==> src/rtl/pwm_fade_ctrl.sv <==
// pwm_fade_ctrl
// Drives the duty and prescaler inputs of one PWM channel so that the channel
// breathes: the duty climbs from a floor to a ceiling and back again in fixed
// steps, each level held for a programmable number of clocks. A host loads the
// ramp profile over a valid/ready port while the block is idle, then pulses
// start. The ramp runs once (ending with a done pulse) or repeats until stop.

module pwm_fade_ctrl #(
    parameter int R  = 10,
    parameter int TW = 32
) (
    input  logic          clk,
    input  logic          reset,
    input  logic          cfg_valid,
    output logic          cfg_ready,
    input  logic [31:0]   cfg_dvsr,
    input  logic [R:0]    cfg_min,
    input  logic [R:0]    cfg_max,
    input  logic [R:0]    cfg_step,
    input  logic [TW-1:0] cfg_tick,
    input  logic          cfg_loop,
    input  logic          start,
    input  logic          stop,
    output logic [R:0]    duty,
    output logic [31:0]   dvsr,
    output logic          busy,
    output logic          done
);

    typedef enum logic [1:0] {
        IDLE,
        UP,
        DOWN
    } state_t;

    // 2^R is full-on; the extra duty bit exists only to represent it
    localparam logic [R:0]    FULL_SCALE = {1'b1, {R{1'b0}}};
    localparam logic [R:0]    DUTY_ONE   = {{R{1'b0}}, 1'b1};
    localparam logic [TW-1:0] TICK_ONE   = {{(TW-1){1'b0}}, 1'b1};

    state_t        state_q;
    logic [R:0]    duty_q;
    logic [31:0]   dvsr_q;
    logic          busy_q;
    logic          done_q;
    logic [R:0]    min_q;
    logic [R:0]    max_q;
    logic [R:0]    step_q;
    logic [TW-1:0] tick_q;
    logic          loop_q;
    logic [TW-1:0] tickCnt_q;

    logic          cfgAccept;
    logic [R:0]    sanMax;
    logic [R:0]    sanMin;
    logic [R:0]    sanStep;
    logic [TW-1:0] sanTick;
    logic [R:0]    startDuty;
    logic          tickDone;
    logic [TW-1:0] tickCnt_d;
    logic [R+1:0]  upSum;
    logic [R+1:0]  downFloor;

    // The host may only hand over a profile while no ramp is running
    assign cfgAccept = cfg_valid && (state_q == IDLE);
    assign cfg_ready = (state_q == IDLE);

    assign duty = duty_q;
    assign dvsr = dvsr_q;
    assign busy = busy_q;
    assign done = done_q;

    // Clean up the incoming profile so the ramp can never overshoot or stall,
    // and work out the step arithmetic one bit wider so nothing wraps
    always_comb begin
        sanMax    = (cfg_max > FULL_SCALE) ? FULL_SCALE : cfg_max;
        sanMin    = (cfg_min > sanMax) ? sanMax : cfg_min;
        sanStep   = (cfg_step == '0) ? DUTY_ONE : cfg_step;
        sanTick   = (cfg_tick == '0) ? TICK_ONE : cfg_tick;
        startDuty = cfgAccept ? sanMin : min_q;
        tickDone  = (tickCnt_q == (tick_q - TICK_ONE));
        tickCnt_d = tickDone ? '0 : (tickCnt_q + TICK_ONE);
        upSum     = {1'b0, duty_q} + {1'b0, step_q};
        downFloor = {1'b0, min_q} + {1'b0, step_q};
    end

    // Ramp sequencer: profile latch, tick timing and the up/down walk of duty
    always_ff @(posedge clk or posedge reset) begin
        if (reset) begin
            state_q   <= IDLE;
            duty_q    <= '0;
            dvsr_q    <= '0;
            busy_q    <= 1'b0;
            done_q    <= 1'b0;
            min_q     <= '0;
            max_q     <= FULL_SCALE;
            step_q    <= DUTY_ONE;
            tick_q    <= TICK_ONE;
            loop_q    <= 1'b0;
            tickCnt_q <= '0;
        end else begin
            done_q <= 1'b0;

            if (cfgAccept) begin
                min_q  <= sanMin;
                max_q  <= sanMax;
                step_q <= sanStep;
                tick_q <= sanTick;
                loop_q <= cfg_loop;
                dvsr_q <= cfg_dvsr;
            end

            case (state_q)
                IDLE: begin
                    if (start && !stop) begin
                        state_q   <= UP;
                        busy_q    <= 1'b1;
                        duty_q    <= startDuty;
                        tickCnt_q <= '0;
                    end
                end

                UP: begin
                    if (stop) begin
                        state_q   <= IDLE;
                        duty_q    <= '0;
                        busy_q    <= 1'b0;
                        tickCnt_q <= '0;
                    end else begin
                        tickCnt_q <= tickCnt_d;
                        if (tickDone) begin
                            if (upSum >= {1'b0, max_q}) begin
                                duty_q  <= max_q;
                                state_q <= DOWN;
                            end else begin
                                duty_q <= upSum[R:0];
                            end
                        end
                    end
                end

                DOWN: begin
                    if (stop) begin
                        state_q   <= IDLE;
                        duty_q    <= '0;
                        busy_q    <= 1'b0;
                        tickCnt_q <= '0;
                    end else begin
                        tickCnt_q <= tickCnt_d;
                        if (tickDone) begin
                            if ({1'b0, duty_q} <= downFloor) begin
                                duty_q <= min_q;
                                if (loop_q) begin
                                    state_q <= UP;
                                end else begin
                                    state_q <= IDLE;
                                    busy_q  <= 1'b0;
                                    done_q  <= 1'b1;
                                end
                            end else begin
                                duty_q <= duty_q - step_q;
                            end
                        end
                    end
                end

                default: begin
                    state_q <= IDLE;
                    busy_q  <= 1'b0;
                end
            endcase
        end
    end

endmodule

==> config.mk <==
export PLATFORM = sky130hd
export DESIGN_NAME = pwm_fade_ctrl
export DESIGN_NICKNAME = d
export VERILOG_FILES = /design/src/rtl/pwm_fade_ctrl.sv
export SDC_FILE = /design/constraint.sdc
export NUM_CORES = 1
export LEC_CHECK = 0
export BUFFER_PORTS_ARGS = -buffer_cell sky130_fd_sc_hd__clkbuf_2
export CAP_MARGIN = 20
export CORE_MARGIN = 2
export CORE_UTILIZATION = 30
export DETAILED_ROUTE_END_ITERATION = 8
export PLACE_DENSITY = 0.57
export SLEW_MARGIN = 20
export SYNTH_ARGS = -nofsm -noshare
export SYNTH_HDL_FRONTEND = slang
export SYNTH_SLANG_ARGS = --single-unit
==> constraint.sdc <==
create_clock -name clk -period 10.6 [get_ports clk]
set_input_delay 2.12 -clock clk [delete_from_list [all_inputs] [get_ports clk]]
set_output_delay 2.12 -clock clk [all_outputs]
set_load 0.01 [all_outputs]
==> metrics <==
status completed; largest net degree at the start of global routing 108; overall track demand over capacity in global routing 0.172; clock root cell clkbuf_16; Hold WS between 0.4 and 0.5 ns; clock skew approximately 0.007 ns; CP max FO 17; number of unique standard cell types used by synthesis 73; Syn-to-layout area delta 18.1%; crit start category input pin; Num CTS Buffers 17; Clock transition at path regs approximately 0.06 ns; Post-Syn Area roughly 10000 um^2; asr flop ratio synth 1.00; Comb power frac 0.585; post-cts sizing count 0; num ports 149; Max VDD drop 0.183 mV; Pleak between 5 and 6 nW; Avg WL per Cell approximately 16 um; Initial Util 0.307; Pint about 2.3 mW; Skew-Pair Late Insertion Delay between 0.4 and 0.5 ns; Post-Syn Area per Cell between 8 and 9 um^2; setup TNS 0 ns; Syn Inst Count around 1300; vias per cell approximately 5.1; Post-synth EDFFs 0; RSZ-0062 raised after global routing no; share of cells above drive strength 1 0.154; Layout fillers around 3600; placed cells between 1500 and 2000; CP Data Arrival Time 5.03 ns; drt total wl a little over 30000 um; vias in the first global route around 9300; CTS Hold Buffers Added 0; # Post-CTS Setup Buffers 0; most numerous cell in the Yosys netlist nand2_1; gpl congestion 0.843; fin crit period 4.71 ns; Clk pwr share 0.172; Net Sw Frac 0.452; nets 1555; DRC viols 0; synth top area cells dfrtp_1, nand2_1, ha_1; Worst-Margin Slew between 1 and 1.5 ns; Power Dens Cells between 300 and 400 nW/um^2; sequential share of power 0.244; drt pass-1 iters 5; Final Non-Filler Cells around 1800; Setup CP Type input pin to flip-flop; Post-Syn Nets around 1400; Max Slew Vio Count 0; FF+latch count, synth 145; crit share post-route 0.444; first-pass GRT wire length 49400 um; initial antenna violation count 4; Ys Warns 0; CTS tree yes; die area 36000 um^2; num rows 67; Num Clock Sinks around 150; final hold viol count 0; final setup violating endpoints 0; clk buf depth 2; Commonest cells post-synth nand2_1, dfrtp_1, nor2_1, ha_1, inv_1; Worst EP required approximately 11 ns; hold crit path type flip-flop to flip-flop; core footprint 33700 um^2; MaxCap Viol Count 0; Slew HR 0.291; grt ovf 0; die width 190 um; # port buffers between 100 and 150; DR iter-0 viols between 500 and 600; critical path capture point type flip-flop; post-synth top area cell dfrtp_1; Main synth FF type dfrtp_1; Net Sw Power roughly 1.9 mW; H-Tree Depth 4; post-route antenna net violation count 0; Yosys top cell area share 0.344; via count ~9500; Tot Pwr ~4.2 mW; sequential share of the synthesized area 0.351; DPL Wire Length 22600 um; Max Clk Rate around 0.21 GHz; die height ~190 um
per-stage QoR:
step	util	setup WS [ns]	instance area, um^2
6_report	0.362	5.89	12200
5_1_grt	0.362	5.58	12200
4_1_cts	0.362	5.88	12200
3_5_place_dp	0.342	5.42	11500
3_3_place_gp	0.342	5.46	11500
2_1_floorplan	-	4.59	10300
routing by layer:
layer / vias up / share of wire / routed length (um) / global-route usage
li1: 4678 / - / - / -
met1: 4511 / 0.50 / 14900 / 0.244
met2: 234 / 0.44 / 13400 / 0.270
met3: 33 / 0.044 / 1310 / 0.0310
met4: 6 / 0.017 / 498 / 0.0438
met5: - / 0.0015 / 46 / 0
layout by cell type, fill, tap and decap left out, drive strengths merged, types with 4 or more instances in the layout:
| master | synthesis | routed |
|---|---|---|
| mux2 | 5 | 5 |
| o31a | 4 | 4 |
| a21oi | 36 | 36 |
| mux2i | 34 | 34 |
| xnor2 | 43 | 43 |
| and3 | 16 | 16 |
| nor3 | 41 | 41 |
| nor2 | 78 | 78 |
| o21ai | 57 | 57 |
| or3 | 13 | 13 |
| nand2b | 18 | 18 |
| clkbuf | 47 | 168 |
| o211ai | 12 | 12 |
| o31ai | 15 | 15 |
| o2111ai | 5 | 5 |
| a21o | 18 | 18 |
| a211oi | 8 | 8 |
| a31oi | 12 | 12 |
| xor2 | 23 | 23 |
| o221ai | 7 | 7 |
| dfrtp | 142 | 142 |
| ha | 71 | 71 |
| nand4 | 14 | 14 |
| a22o | 9 | 9 |
| o21bai | 7 | 7 |
| nand3b | 4 | 4 |
| nand3 | 43 | 43 |
| nor2b | 20 | 20 |
| bufinv | 0 | 7 |
| o21a | 6 | 6 |
| inv | 58 | 58 |
| nand2 | 280 | 280 |
| buf | 7 | 10 |
| nor4 | 25 | 25 |
| or4 | 21 | 21 |
path summary, 6_finish.rpt:
check / startpoint / to / slack (ns) / cells past startpoint
max: cfg_max[10] / duty[9] / 5.89 / 14
min: dvsr[27] / dvsr[27] / 0.48 / 2
max reg2reg: step_q[0] / duty[7] / 6.01 / 23
min reg2reg: dvsr[27] / dvsr[27] / 0.48 / 2
max in group asynchronous: reset / duty[4] / 7.40 / 3
min in group asynchronous: reset / dvsr[10] / 1.80 / 2
logic make-up (layout without fill, tap and decap cells):
logic type | count (synthesis) | in the layout | share of synthesized area
flip-flops | 145 | 145 | 0.351
AO/OA/AOI/OAI | 228 | 228 | 0.150
XOR/XNOR | 66 | 66 | 0.0559
other | 0 | 1 | 0
multiplexers | 39 | 39 | 0.0384
buffers and inverters | 112 | 246 | 0.0427
AND/OR/NAND/NOR | 591 | 591 | 0.270
adder cells (fa/ha/maj) | 74 | 74 | 0.0917
power by group through the flow:
stage	registers [mW]	clock network, mW	logic [mW]
final	1.02	0.722	2.46
after global routing	1.06	0.759	2.77
after CTS	1.02	0.734	2.46
after detailed placement	1.03	0	2.44
after global placement	1.02	0	2.41
after floorplan	0.965	0	1.84
sequential cells by signal, indices dropped and copies added (netlist names), 2 cells and up:
register,cells
tick_q,32
max_q,11
duty,11
tickCnt_q,32
dvsr,32
min_q,11
state_q,2
step_q,11
cell type report:
class                   count  area [um^2]  area share
inverters                  58          223      0.0182
flip-flops and latches    145         3630       0.298
repair buffers            158          816      0.0668
diodes                      1         2.50    0.000205
well taps                 448          561      0.0459
multi-input cells         998         6280       0.515
clock buffers              20          457      0.0374
clock inverters            10          231      0.0190
worst max-delay path, cell delays in order:
cell	delay [ns]
clkbuf_2	0.10
inv_1	0.35
nand2_1	0.14
ha_1	0.33
nor2b_1	0.13
o2111ai_1	0.10
a311oi_1	0.27
o22ai_1	0.16
a41oi_1	0.25
buf_4	0.25
mux2i_1	0.10
mux2_2	0.28
o21a_1	0.18
a32o_1	0.25
Note: power is estimated with default switching activity, not from simulation.
